[config.mk]
export PLATFORM = sky130hd
export DESIGN_NAME = homomorphic_multiply_sequencer
export DESIGN_NICKNAME = d
export VERILOG_FILES = /design/src/rtl/hmul_pkg.sv /design/src/rtl/hmul_beat_counter.sv /design/src/rtl/homomorphic_multiply_sequencer.sv
export SDC_FILE = /design/constraint.sdc
export NUM_CORES = 1
export LEC_CHECK = 0
export CORE_ASPECT_RATIO = 1.4
export CORE_MARGIN = 2
export CORE_UTILIZATION = 32
export CTS_CLUSTER_SIZE = 8
export DETAILED_ROUTE_END_ITERATION = 8
export PLACE_DENSITY_LB_ADDON = 0.12
export SKIP_CTS_REPAIR_TIMING = 1
export SYNTH_ARGS = -nofsm -noshare
export SYNTH_HDL_FRONTEND = slang
export SYNTH_HIERARCHICAL = 1
export SYNTH_SLANG_ARGS = --single-unit
[constraint.sdc]
create_clock -name clk -period 3 [get_ports clk]
set_input_delay 0.75 -clock clk [delete_from_list [all_inputs] [get_ports clk]]
set_output_delay 0.75 -clock clk [all_outputs]
set_load 0.05 [all_outputs]
[src/rtl/hmul_pkg.sv]
// Shared types and default geometry for the homomorphic multiply sequencer.
package hmul_pkg;

   typedef enum logic [2:0] {
      IDLE,
      CLEAR,
      LOAD_A,
      LOAD_B,
      DRAIN
   } state_t;

   // Default configuration; the top-level parameters start from these.
   localparam int DEFAULT_WIDTH     = 10;
   localparam int DEFAULT_DIMENSION = 1;
   localparam int DEFAULT_DIM_WIDTH = 1;
   localparam int DEFAULT_PARALLEL  = 1;

   // Derived sizes for the default configuration.
   localparam int N_COEF = DEFAULT_DIMENSION + 1;
   localparam int N_PROD = 2 * DEFAULT_DIMENSION + 1;
   localparam int BEATS  = N_COEF / DEFAULT_PARALLEL;

endpackage

[src/rtl/hmul_beat_counter.sv]
// Index counter shared by the load and drain phases: steps by a
// selectable amount and flags the beat that reaches the limit.
module hmul_beat_counter #(
   parameter int WIDTH = 2
) (
   input  logic             clk,
   input  logic             rst_n,
   input  logic             clear,
   input  logic             inc,
   input  logic [WIDTH-1:0] step,
   input  logic [WIDTH:0]   limit,
   output logic [WIDTH-1:0] count,
   output logic             last
);

   // One extra bit so count+step can equal limit without overflowing.
   logic [WIDTH:0] next_count;

   assign next_count = {1'b0, count} + {1'b0, step};
   assign last       = (next_count == limit);

   // Clear wins over increment so the terminal beat restarts the index at 0.
   // NOTE: sequential state uses non-blocking assignments so every flop
   // samples pre-edge values regardless of block evaluation order.
   always_ff @(posedge clk or negedge rst_n) begin
      if (!rst_n) begin
         count <= '0;
      end else if (clear) begin
         count <= '0;
      end else if (inc) begin
         count <= next_count[WIDTH-1:0];
      end
   end

endmodule

[src/rtl/homomorphic_multiply_sequencer.sv]
// Initiator-side controller for the homomorphic multiplier: clears it,
// streams operand A (load) and operand B (multiply-accumulate), then drains
// the 2*DIMENSION+1 product coefficients.
// Optional feature macro: HMUL_SEQ_OPCOUNT_EN adds a 16-bit op_count output
// counting completed operations.
// (DIMENSION+1) must be a multiple of PARALLEL.
module homomorphic_multiply_sequencer
   import hmul_pkg::*;
#(
   parameter int CIPHERTEXT_WIDTH = DEFAULT_WIDTH,
   parameter int DIMENSION        = DEFAULT_DIMENSION,
   parameter int DIM_WIDTH        = DEFAULT_DIM_WIDTH,
   parameter int PARALLEL         = DEFAULT_PARALLEL
) (
   input  logic                                 clk,
   input  logic                                 rst_n,
   input  logic                                 in_valid,
   output logic                                 in_ready,
   input  logic [PARALLEL*CIPHERTEXT_WIDTH-1:0] in_data,
   output logic                                 out_valid,
   input  logic                                 out_ready,
   output logic [CIPHERTEXT_WIDTH-1:0]          out_data,
   output logic                                 out_last,
   output logic                                 busy,
   output logic [PARALLEL*CIPHERTEXT_WIDTH-1:0] mul_op1,
   output logic [DIM_WIDTH:0]                   mul_row,
   output logic                                 mul_ciphertext_select,
   output logic                                 mul_en,
   output logic                                 mul_rst_n,
`ifdef HMUL_SEQ_OPCOUNT_EN
   output logic [15:0]                          op_count,
`endif
   input  logic [PARALLEL*CIPHERTEXT_WIDTH-1:0] mul_result
);

   localparam int CW       = DIM_WIDTH + 1;
   localparam int NUM_COEF = DIMENSION + 1;
   localparam int NUM_PROD = 2 * DIMENSION + 1;

   localparam logic [CW-1:0] LOAD_STEP   = CW'(PARALLEL);
   localparam logic [CW-1:0] DRAIN_STEP  = CW'(1);
   localparam logic [CW:0]   LOAD_LIMIT  = (CW+1)'(NUM_COEF);
   localparam logic [CW:0]   DRAIN_LIMIT = (CW+1)'(NUM_PROD);

   state_t          state;
   logic            in_hs;
   logic            out_hs;
   logic            cnt_clear;
   logic            cnt_inc;
   logic [CW-1:0]   cnt_step;
   logic [CW:0]     cnt_limit;
   logic [CW-1:0]   cnt_count;
   logic            cnt_last;

   // in_ready / out_valid are only ever high in the load / drain states.
   assign in_hs  = in_valid && in_ready;
   assign out_hs = out_valid && out_ready;

   // Counter control: step by a beat while loading, by one while draining.
   // NOTE: every always_comb output gets a default first so no path
   // leaves a value unassigned and infers a latch.
   always_comb begin
      cnt_step  = LOAD_STEP;
      cnt_limit = LOAD_LIMIT;
      if (state == DRAIN) begin
         cnt_step  = DRAIN_STEP;
         cnt_limit = DRAIN_LIMIT;
      end
      cnt_inc   = in_hs || out_hs;
      cnt_clear = (state == CLEAR) || (cnt_inc && cnt_last);
   end

   hmul_beat_counter #(
      .WIDTH (CW)
   ) u_index (
      .clk   (clk),
      .rst_n (rst_n),
      .clear (cnt_clear),
      .inc   (cnt_inc),
      .step  (cnt_step),
      .limit (cnt_limit),
      .count (cnt_count),
      .last  (cnt_last)
   );

   // Multiplier command path: the strobe and operand follow the input beat
   // combinationally, the result feeds straight through to out_data.
   assign mul_en    = in_hs;
   assign mul_op1   = in_ready ? in_data : '0;
   assign mul_row   = cnt_count;
   assign mul_rst_n = rst_n && (state != CLEAR);
   assign out_data  = out_valid ? mul_result[CIPHERTEXT_WIDTH-1:0] : '0;
   assign out_last  = out_valid && cnt_last;

   // Sequencer FSM with registered handshake and status outputs.
   always_ff @(posedge clk or negedge rst_n) begin
      if (!rst_n) begin
         state                 <= IDLE;
         in_ready              <= 1'b0;
         out_valid             <= 1'b0;
         busy                  <= 1'b0;
         mul_ciphertext_select <= 1'b0;
      end else begin
         case (state)
            IDLE: begin
               if (in_valid) begin
                  state <= CLEAR;
                  busy  <= 1'b1;
               end
            end
            CLEAR: begin
               state                 <= LOAD_A;
               in_ready              <= 1'b1;
               mul_ciphertext_select <= 1'b0;
            end
            LOAD_A: begin
               if (in_hs && cnt_last) begin
                  state                 <= LOAD_B;
                  mul_ciphertext_select <= 1'b1;
               end
            end
            LOAD_B: begin
               if (in_hs && cnt_last) begin
                  state                 <= DRAIN;
                  in_ready              <= 1'b0;
                  out_valid             <= 1'b1;
                  mul_ciphertext_select <= 1'b0;
               end
            end
            DRAIN: begin
               if (out_hs && cnt_last) begin
                  state     <= IDLE;
                  out_valid <= 1'b0;
                  busy      <= 1'b0;
               end
            end
            default: begin
               state                 <= IDLE;
               in_ready              <= 1'b0;
               out_valid             <= 1'b0;
               busy                  <= 1'b0;
               mul_ciphertext_select <= 1'b0;
            end
         endcase
      end
   end

`ifdef HMUL_SEQ_OPCOUNT_EN
   // Completed-operation counter, wrapping at 2^16.
   always_ff @(posedge clk or negedge rst_n) begin
      if (!rst_n) begin
         op_count <= '0;
      end else if (out_hs && cnt_last) begin
         op_count <= op_count + 16'd1;
      end
   end
`endif

endmodule

==> Word-level counts from Yosys, hierarchy flattened <==
Cells that the tools add are included.
{ "word_totals": {"input_bits": 24, "ff_bits": 9, "wordCells": 59} }
{ "op_classes": {"n_mux": 18, "n_eq_ne": 10, "bitwise": 4, "n_reduce_logical": 20, "add_sub_neg": 1} }
{ "ops": {"columns": ["op", "n"], "rows": [
  ["$mux W10", 2],
  ["$pmux W3 S5", 1],
  ["$mux W3", 4],
  ["$pmux W1 S3", 4],
  ["$reduce_and A3 Y1", 3],
  ["$reduce_or A3 Y1", 3],
  ["$logic_and A1 B1 Y1", 7],
  ["$eq A3 B2 Y1 const B", 2],
  ["$ne A2 B2 Y1 const B", 3],
  ["$mux W1", 5],
  ["$mux W2", 2],
  ["$not A1 Y1", 4],
  ["$reduce_and A4 Y1", 1],
  ["$add A2 B1 Y3 const B", 1],
  ["$eq A3 B1 Y1 const B", 1],
  ["$eq A3 B2 Y1", 1],
  ["$eq A3 B3 Y1 const B", 1],
  ["$logic_not A3 Y1", 1],
  ["$ne A3 B1 Y1 const B", 1],
  ["$logic_or A1 B1 Y1", 2],
  ["$ne A2 B1 Y1 const B", 1],
  ["$reduce_and A2 Y1", 1],
  ["$reduce_bool A2 Y1", 1],
  ["$reduce_or A2 Y1", 1]
]} }

==> Longest topological paths before layout <==
Gate-level depths: netlist of the first run.
{ "depth": {"depth_word": 6, "mapped_depth": 8} }

==> Modules after synthesis <==
Netlist of the first run, hierarchy kept.
{ "by_module_without_submodules": {"columns": ["module", "cells_per_inst", "seq_area_each_um2", "area_each_um2", "n_inst"], "rows": [
  ["homomorphic_multiply_sequencer", 68, 175.2, 548.0, 1],
  ["hmul_beat_counter", 12, 50.0, 146.4, 1]
]} }

==> Worst setup path before layout of the first run <==
OpenSTA, ideal clock, no wires.
{ "synth_path": {"kind": "register to output", "startpoint": "register u_index.count[0]", "endpoint": "output port out_last", "t_arrival_ps": 2031, "path_stages_with_launch": 7, "required_time_ps": 2250, "slack_ps": 219, "path_cell_list": "dfrtp_1 ha_1 fa_1 xor2_1 nor3_2 buf_6 and2_2"} }
{ "synth_via": {"elab_chain_len": 3} }
{ "synth_lines": {"columns": ["element", "line", "text"], "rows": [
  ["start: declaration", "hmul_beat_counter.sv:12", "output logic [WIDTH-1:0] count,"],
  ["start signal: assignment", "hmul_beat_counter.sv:31", "count <= next_count[WIDTH-1:0];"],
  ["$add A2 B1 Y3", "hmul_beat_counter.sv:19", "assign next_count = {1'b0, count} + {1'b0, step};"],
  ["$eq A3 B2 Y1", "hmul_beat_counter.sv:20", "assign last = (next_count == limit);"],
  ["via cnt_last", "homomorphic_multiply_sequencer.sv:53", "logic cnt_last;"],
  ["$logic_and A1 B1 Y1", "homomorphic_multiply_sequencer.sv:93", "assign out_last = out_valid && cnt_last;"],
  ["end: declaration", "homomorphic_multiply_sequencer.sv:23", "output logic out_last,"]
]} }
The timed path passes the listed nets, and every way through them passes these cells.

==> Final worst setup path of the first run <==
Same ends and word-level chain as after synthesis.

==> results.md, run 1 <==
* Initial Utilization at 0.330
* Area growth syn-to-layout at 78.0%
* # diodes at 0
* Clk Latency, worst-skew pair at roughly 0.27 ns
* Met1 Use GR at 0.212
* Maximum buffer depth of the clock tree at 2
* Post-synth EDFFs at 0
* First-pass GRT wire length at ~3200 µm
* # clock sinks at 9
* Drt drc at 0
* Commonest non-fill, non-tap cell in the layout: clkdlybuf4s50_1
* Primary FF master, synth: dfrtp_1
* Die width at about 43 µm
* Rows at 20
* Post-synthesis sequential area ratio at 0.324
* Status: complete, no violations
* Setup crit start kind: flip-flop
* CP endpoint kind: output port
* Port Buffers at 52
* Worst Setup Path Type: flip-flop to output port
* Worst path cell trace: ha_1 > fa_1 > xor2_1 > nor3_2 > and2_2 > buf_12
* Cells after Synth at 80
* Slew Viols, Final at 0
* GP Congestion at roughly 0.71
* Slew margin rel. at 0.660
* First-pass DRT Iterations at 4
* GRT Util Overall at 0.167
* H-Tree Depth at 1
* Pwr/cell area at about 220 mW/mm²
* DP Worst Slack at 0.549 ns
* Period minus WS final at between 2 and 3 ns
* Unrepaired setup endpoints after global routing: no
* Lkg Pwr at roughly 0.57 nW
* Slew @ Worst Pin at 0.508 ns
* Worst path slowest cell: fa_1
* Vias/cell at around 4.7
* Crit-path max cell delay at 0.52 ns
* Mean Syn Cell Area at approximately 8.7 µm²
* Req. time, crit path at between 2 and 2.5 ns
* Core area at roughly 0.0021 mm²
* Vias at around 730
* Synth cell types at 31
* Async SR Flop Fraction at 1.00
* Total CTS buffers at 3
* Reg clk slew, reported paths at ~0.06 ns
* Max Cap Viol at 0
* M2 GR Usage at 0.279
* CTS tree: built
* Post-detail-place hpwl at 1550 µm
* Largest net degree at the start of global routing at 18
* Fmax at 365 MHz
* Congestion Overflow GR at 0
* Root buffer cell: clkbuf_4
* Height of the die at 59.1 µm
* FF+latch count, synth at 9
* Final Power at between 0.2 and 0.3 mW
* DRT antenna net count at 0
* YS warnings at 6
* Vias in the first global route at 696
* IO Pins at 53
* Worst EP arrival at around 2.0 ns
* Setup violations, final at 0
* Layout cells sized above 1 at 0.244
* Initial antenna violation count at 0
* Die area at around 0.0026 mm²
* Most used routing layer: met2
* Routed wire length at around 1900 µm
* Clock skew at just over 0.004 ns
* Layout net count at 162
* Hold slack at 0.524 ns
* # fillers at just under 200
* Fin crit share at 0.913
* Final Hold Fails at 0
* CP max FO at 3
* Peak supply drop at 0.181 mV
* Setup Total Neg Slack at 0 ns
* Hold WC Path Type: flip-flop to flip-flop
* Most frequent cells in the layout: clkdlybuf4s50_1 (29), buf_4 (22), and2_1 (20)
* Drt wl/cell at between 10 and 15 µm
* Final setup margin at approximately 0.26 ns
* DR iter-0 viols at 10
* Met3 usage at 0.0122
* Synthesized area at slightly below 700 µm²
-- registers in the layout, summed over array words and instances, names as in the netlist --
name                   flops
mul_ciphertext_select      1
state                      3
out_valid                  1
u_index/count              2
busy                       1
in_ready                   1
-- metrics by stage --
stage                util  cell area, µm²  std cells
floorplan               -             702         82
global placement    0.576            1210        153
detailed placement  0.576            1210        153
CTS                 0.588            1240        157
global route        0.588            1240        157
finish              0.588            1240        157
-- synth_stat cells, drive strengths merged, types with 2 or more instances --
library cell  count  area, µm²
a21oi             3       18.8
and2             22        140
buf               4       31.3
conb              2       7.51
dfrtp             9        225
inv               3       11.3
mux2i             3       30.0
nand2             4       15.0
nand2b            2       12.5
nand3             3       15.0
nor2              3       11.3
nor3              2       15.0
o21ai             5       25.0
xor2              3       26.3
-- critical path, delay by kind of cell (launching register included) --
family,cells,cell delay [ns]
fa+ha+maj,2,0.72
flops,1,0.40
simple gates,2,0.38
buf+inv,1,0.13
xor+xnor,1,0.09
-- routing by layer --
| layer | routed length, µm | share of wire | up-vias |
|---|---|---|---|
| met5 | 0 | 0 | - |
| met4 | 44 | 0.023 | 0 |
| met3 | 89 | 0.047 | 5 |
| met2 | 961 | 0.51 | 27 |
| met1 | 785 | 0.42 | 326 |
| li1 | - | - | 373 |
-- cells by family after synthesis --
logic type | after synthesis | share of synthesized area
AND/OR/NAND/NOR | 38 | 0.321
flip-flops | 9 | 0.324
AO/OA/AOI/OAI | 15 | 0.150
buffers and inverters | 8 | 0.0666
XOR/XNOR | 3 | 0.0378
adder cells (fa/ha/maj) | 2 | 0.0468
other | 2 | 0.0108
multiplexers | 3 | 0.0432
-- final timing paths --
kind | from | endpoint | slack, ns | cells after the start
min in group asynchronous | rst_n | mul_ciphertext_select$_DFFE_PN0P_ | 0.81 | 2
worst min-delay path | mul_ciphertext_select$_DFFE_PN0P_ | mul_ciphertext_select$_DFFE_PN0P_ | 0.52 | 1
worst max register to register | u_index/count[0]$_DFFE_PN0P_ | mul_ciphertext_select$_DFFE_PN0P_ | 0.79 | 8
worst min register to register | mul_ciphertext_select$_DFFE_PN0P_ | mul_ciphertext_select$_DFFE_PN0P_ | 0.52 | 1
max in group asynchronous | rst_n | busy$_DFFE_PN0P_ | 2.06 | 2
worst max-delay path | u_index/count[0]$_DFFE_PN0P_ | out_last | 0.26 | 6
-- area by class of cell --
class / count / area (µm²) / share of cell area
clock buffer: 4 / 26.3 / 0.0213
tap: 22 / 27.5 / 0.0223
multi-input combinational: 65 / 430 / 0.348
sequential: 9 / 225 / 0.182
timing repair buffer: 54 / 515 / 0.417
inverter: 3 / 11.3 / 0.00911
-- report_power, final --
group / leakage (nW) / total, mW / switching [mW] / internal, mW
clock: 0.0150 / 0.0957 / 0.0443 / 0.0514
combinational: 0.440 / 0.0501 / 0.0161 / 0.0340
sequential: 0.118 / 0.124 / 0.00197 / 0.122
Power figures use the tool's default switching activity.
==> run 2, diff against run 1 <==
- CTS_BUF_LIST: not set -> sky130_fd_sc_hd__clkbuf_16
==> run 2 against run 1 <==
Compared with the run above:
- total power increased by 52%
- via count shrank 1.4%
- global-route usage is 0.63 points higher
- critical path depth did not move
- clock power increased by 150%
- setup slack improved by 0.037 ns
- clock skew fell by 0.0029 ns
- sequential power about the same
- final cell count unchanged
==> results.md, run 2 (synthesis results as in run 1) <==
* Slew Viols, Final at 0 (unchanged)
* Layout cells sized above 1 at 0.244 (unchanged)
* Top flop regs: state (3), u_index/count (2)
* Slew @ Worst Pin at 0.508 ns (unchanged)
* Unrepaired setup endpoints after global routing: no
* Height of the die at 59.1 µm (unchanged)
* Max Cap Viol at 0 (unchanged)
* DRT antenna net count at 0 (unchanged)
* Drt drc at 0 (unchanged)
* Initial antenna violation count at 0 (unchanged)
* Die width at 43.4 µm (unchanged)
* Initial Utilization at 0.330 (unchanged)
* Port Buffers at 52 (unchanged)
* Clk Latency, worst-skew pair at 0.24 ns (-0.03 ns)
* Drt wl/cell at 12.2 µm (+1.9%)
* H-Tree Depth at 1 (unchanged)
* Peak supply drop at 0.336 mV (+86%)
* Congestion Overflow GR at 0 (unchanged)
* Status: complete, no violations
* Hold path cells at 1 (unchanged)
* Setup crit start kind: flip-flop
* Total CTS buffers at 3 (unchanged)
* # clock sinks at 9 (unchanged)
* Worst EP arrival at 1.95 ns (-0.04 ns)
* Final Non-Filler Cells at 157 (unchanged)
* First-pass GRT wire length at 3300 µm (+1.7%)
* Reg clk slew, reported paths at 0.04 ns (-0.02 ns)
* # diodes at 0 (unchanged)
* Pwr/cell area at 318 mW/mm² (+46%)
* CP endpoint kind: output port
* GP Congestion at 0.712 (unchanged)
* CTS tree: built
* Req. time, crit path at 2.25 ns (about the same)
* Placed instance count at 153 (unchanged)
* Hold slack at 0.518 ns (-0.00550 ns)
* Vias in the first global route at 701 (+0.72%)
* Reg2reg path depth at 8 (unchanged)
* Most frequent cells in the layout: clkdlybuf4s50_1 (29), buf_4 (22), and2_1 (20)
* Die area at 0.00256 mm² (unchanged)
* Area growth syn-to-layout at 85.6%
* Period minus WS final at 2.70 ns (-0.0367 ns)
* Max reg flops at 3 (unchanged)
* Root buffer cell: clkbuf_16
* RR Startpoint: u_index/count[0]$_DFFE_PN0P_
* Fmax at 370 MHz (+1.4%)
* Hold WC Path Type: flip-flop to flip-flop
* Final Power at 0.410 mW (+52%)
* Fin crit share at 0.901 (-0.0122)
* Post-detail-place hpwl at 1550 µm (unchanged)
* Layout net count at 162 (unchanged)
* First-pass DRT Iterations at 4 (unchanged)
* Core area at 0.00210 mm² (unchanged)
* # fillers at 187 (-3.1%)
* Commonest non-fill, non-tap cell in the layout: clkdlybuf4s50_1
* Biggest register: state
* GRT Util Overall at 0.173 (+0.00626)
* Rows at 20 (unchanged)
* Worst Setup Path Type: flip-flop to output port
* Maximum buffer depth of the clock tree at 2 (unchanged)
* Vias/cell at 4.59 (-1.4%)
* DR iter-0 viols at 10 (unchanged)
* Setup Total Neg Slack at 0 ns (unchanged)
* CP max FO at 3 (unchanged)
* Clock skew at 0.00121 ns (-0.00290 ns)
* Lkg Pwr at 0.601 nW (+4.8%)
* Largest net degree at the start of global routing at 18 (unchanged)
* RR Endpoint: mul_ciphertext_select$_DFFE_PN0P_
* Slew margin rel. at 0.660 (unchanged)
* Worst Hold End: mul_ciphertext_select$_DFFE_PN0P_
* Worst reg-to-reg setup slack at 0.79 ns (about the same)
* IO Pins at 53 (unchanged)
* Worst Hold Launch: mul_ciphertext_select$_DFFE_PN0P_
* Vias at 721 (-1.4%)
* Final Hold Fails at 0 (unchanged)
* Setup violations, final at 0 (unchanged)
* Routed wire length at 1920 µm (+1.9%)
==> run 2: cell count changes in the layout (fill, tap and decap cells not counted) <==
cell       previous run  this run
clkbuf_1              1         0
clkbuf_16             0         3
clkbuf_4              3         0
inv_1                 3         4
==> run 2: routing by layer <==
| layer | track usage | routed length, µm | vias up |
|---|---|---|---|
| li1 | - | - | 371 |
| met1 | 0.216 | 790 | 320 |
| met2 | 0.284 | 977 | 25 |
| met3 | 0.0122 | 89 | 5 |
| met4 | 0.117 | 57 | 0 |
| met5 | 0 | 0 | - |
==> run 2: cell type report <==
type                       count  area (µm²)  share of cell area
clock buffer                   3        75.1              0.0583
inverter                       3        11.3             0.00874
clock inverter                 1        3.75             0.00291
tap                           22        27.5              0.0214
multi-input combinational     65         430               0.334
sequential                     9         225               0.175
timing repair buffer          54         515               0.400
==> run 2: per-stage QoR <==
step	util	worst slack, ns	area, µm²
finish	0.613	0.298	1290
global route	0.613	0.177	1290
CTS	0.613	0.284	1290
detailed placement	0.576	0.549	1210
global placement	0.576	0.610	1210
floorplan	-	0.219	702
==> run 2: power breakdown <==
group          switching, mW  internal, mW  leakage [nW]
registers            0.00194         0.123         0.118
clock network         0.0611         0.174        0.0423
logic                 0.0161        0.0340         0.440
total                 0.0792         0.331         0.601
==> run 2: critical path, cell delays in order, from the launching register on <==
cell	delay [ns]
dfrtp_1	0.39
ha_1	0.20
fa_1	0.52
xor2_1	0.09
nor3_2	0.19
and2_2	0.19
buf_12	0.13
==> run 2: how the worst max path moves through the flow <==
stage | from | end | slack [ns] | depth (start not counted)
global route | u_index/count[0]$_DFFE_PN0P_ | out_last | 0.18 | 6
detailed placement | u_index/count[0]$_DFFE_PN0P_ | out_last | 0.55 | 6
floorplan | u_index/count[0]$_DFFE_PN0P_ | out_last | 0.22 | 6
global placement | in_valid | mul_en | 0.61 | 3
finish | u_index/count[0]$_DFFE_PN0P_ | out_last | 0.30 | 6
CTS | u_index/count[0]$_DFFE_PN0P_ | out_last | 0.28 | 6
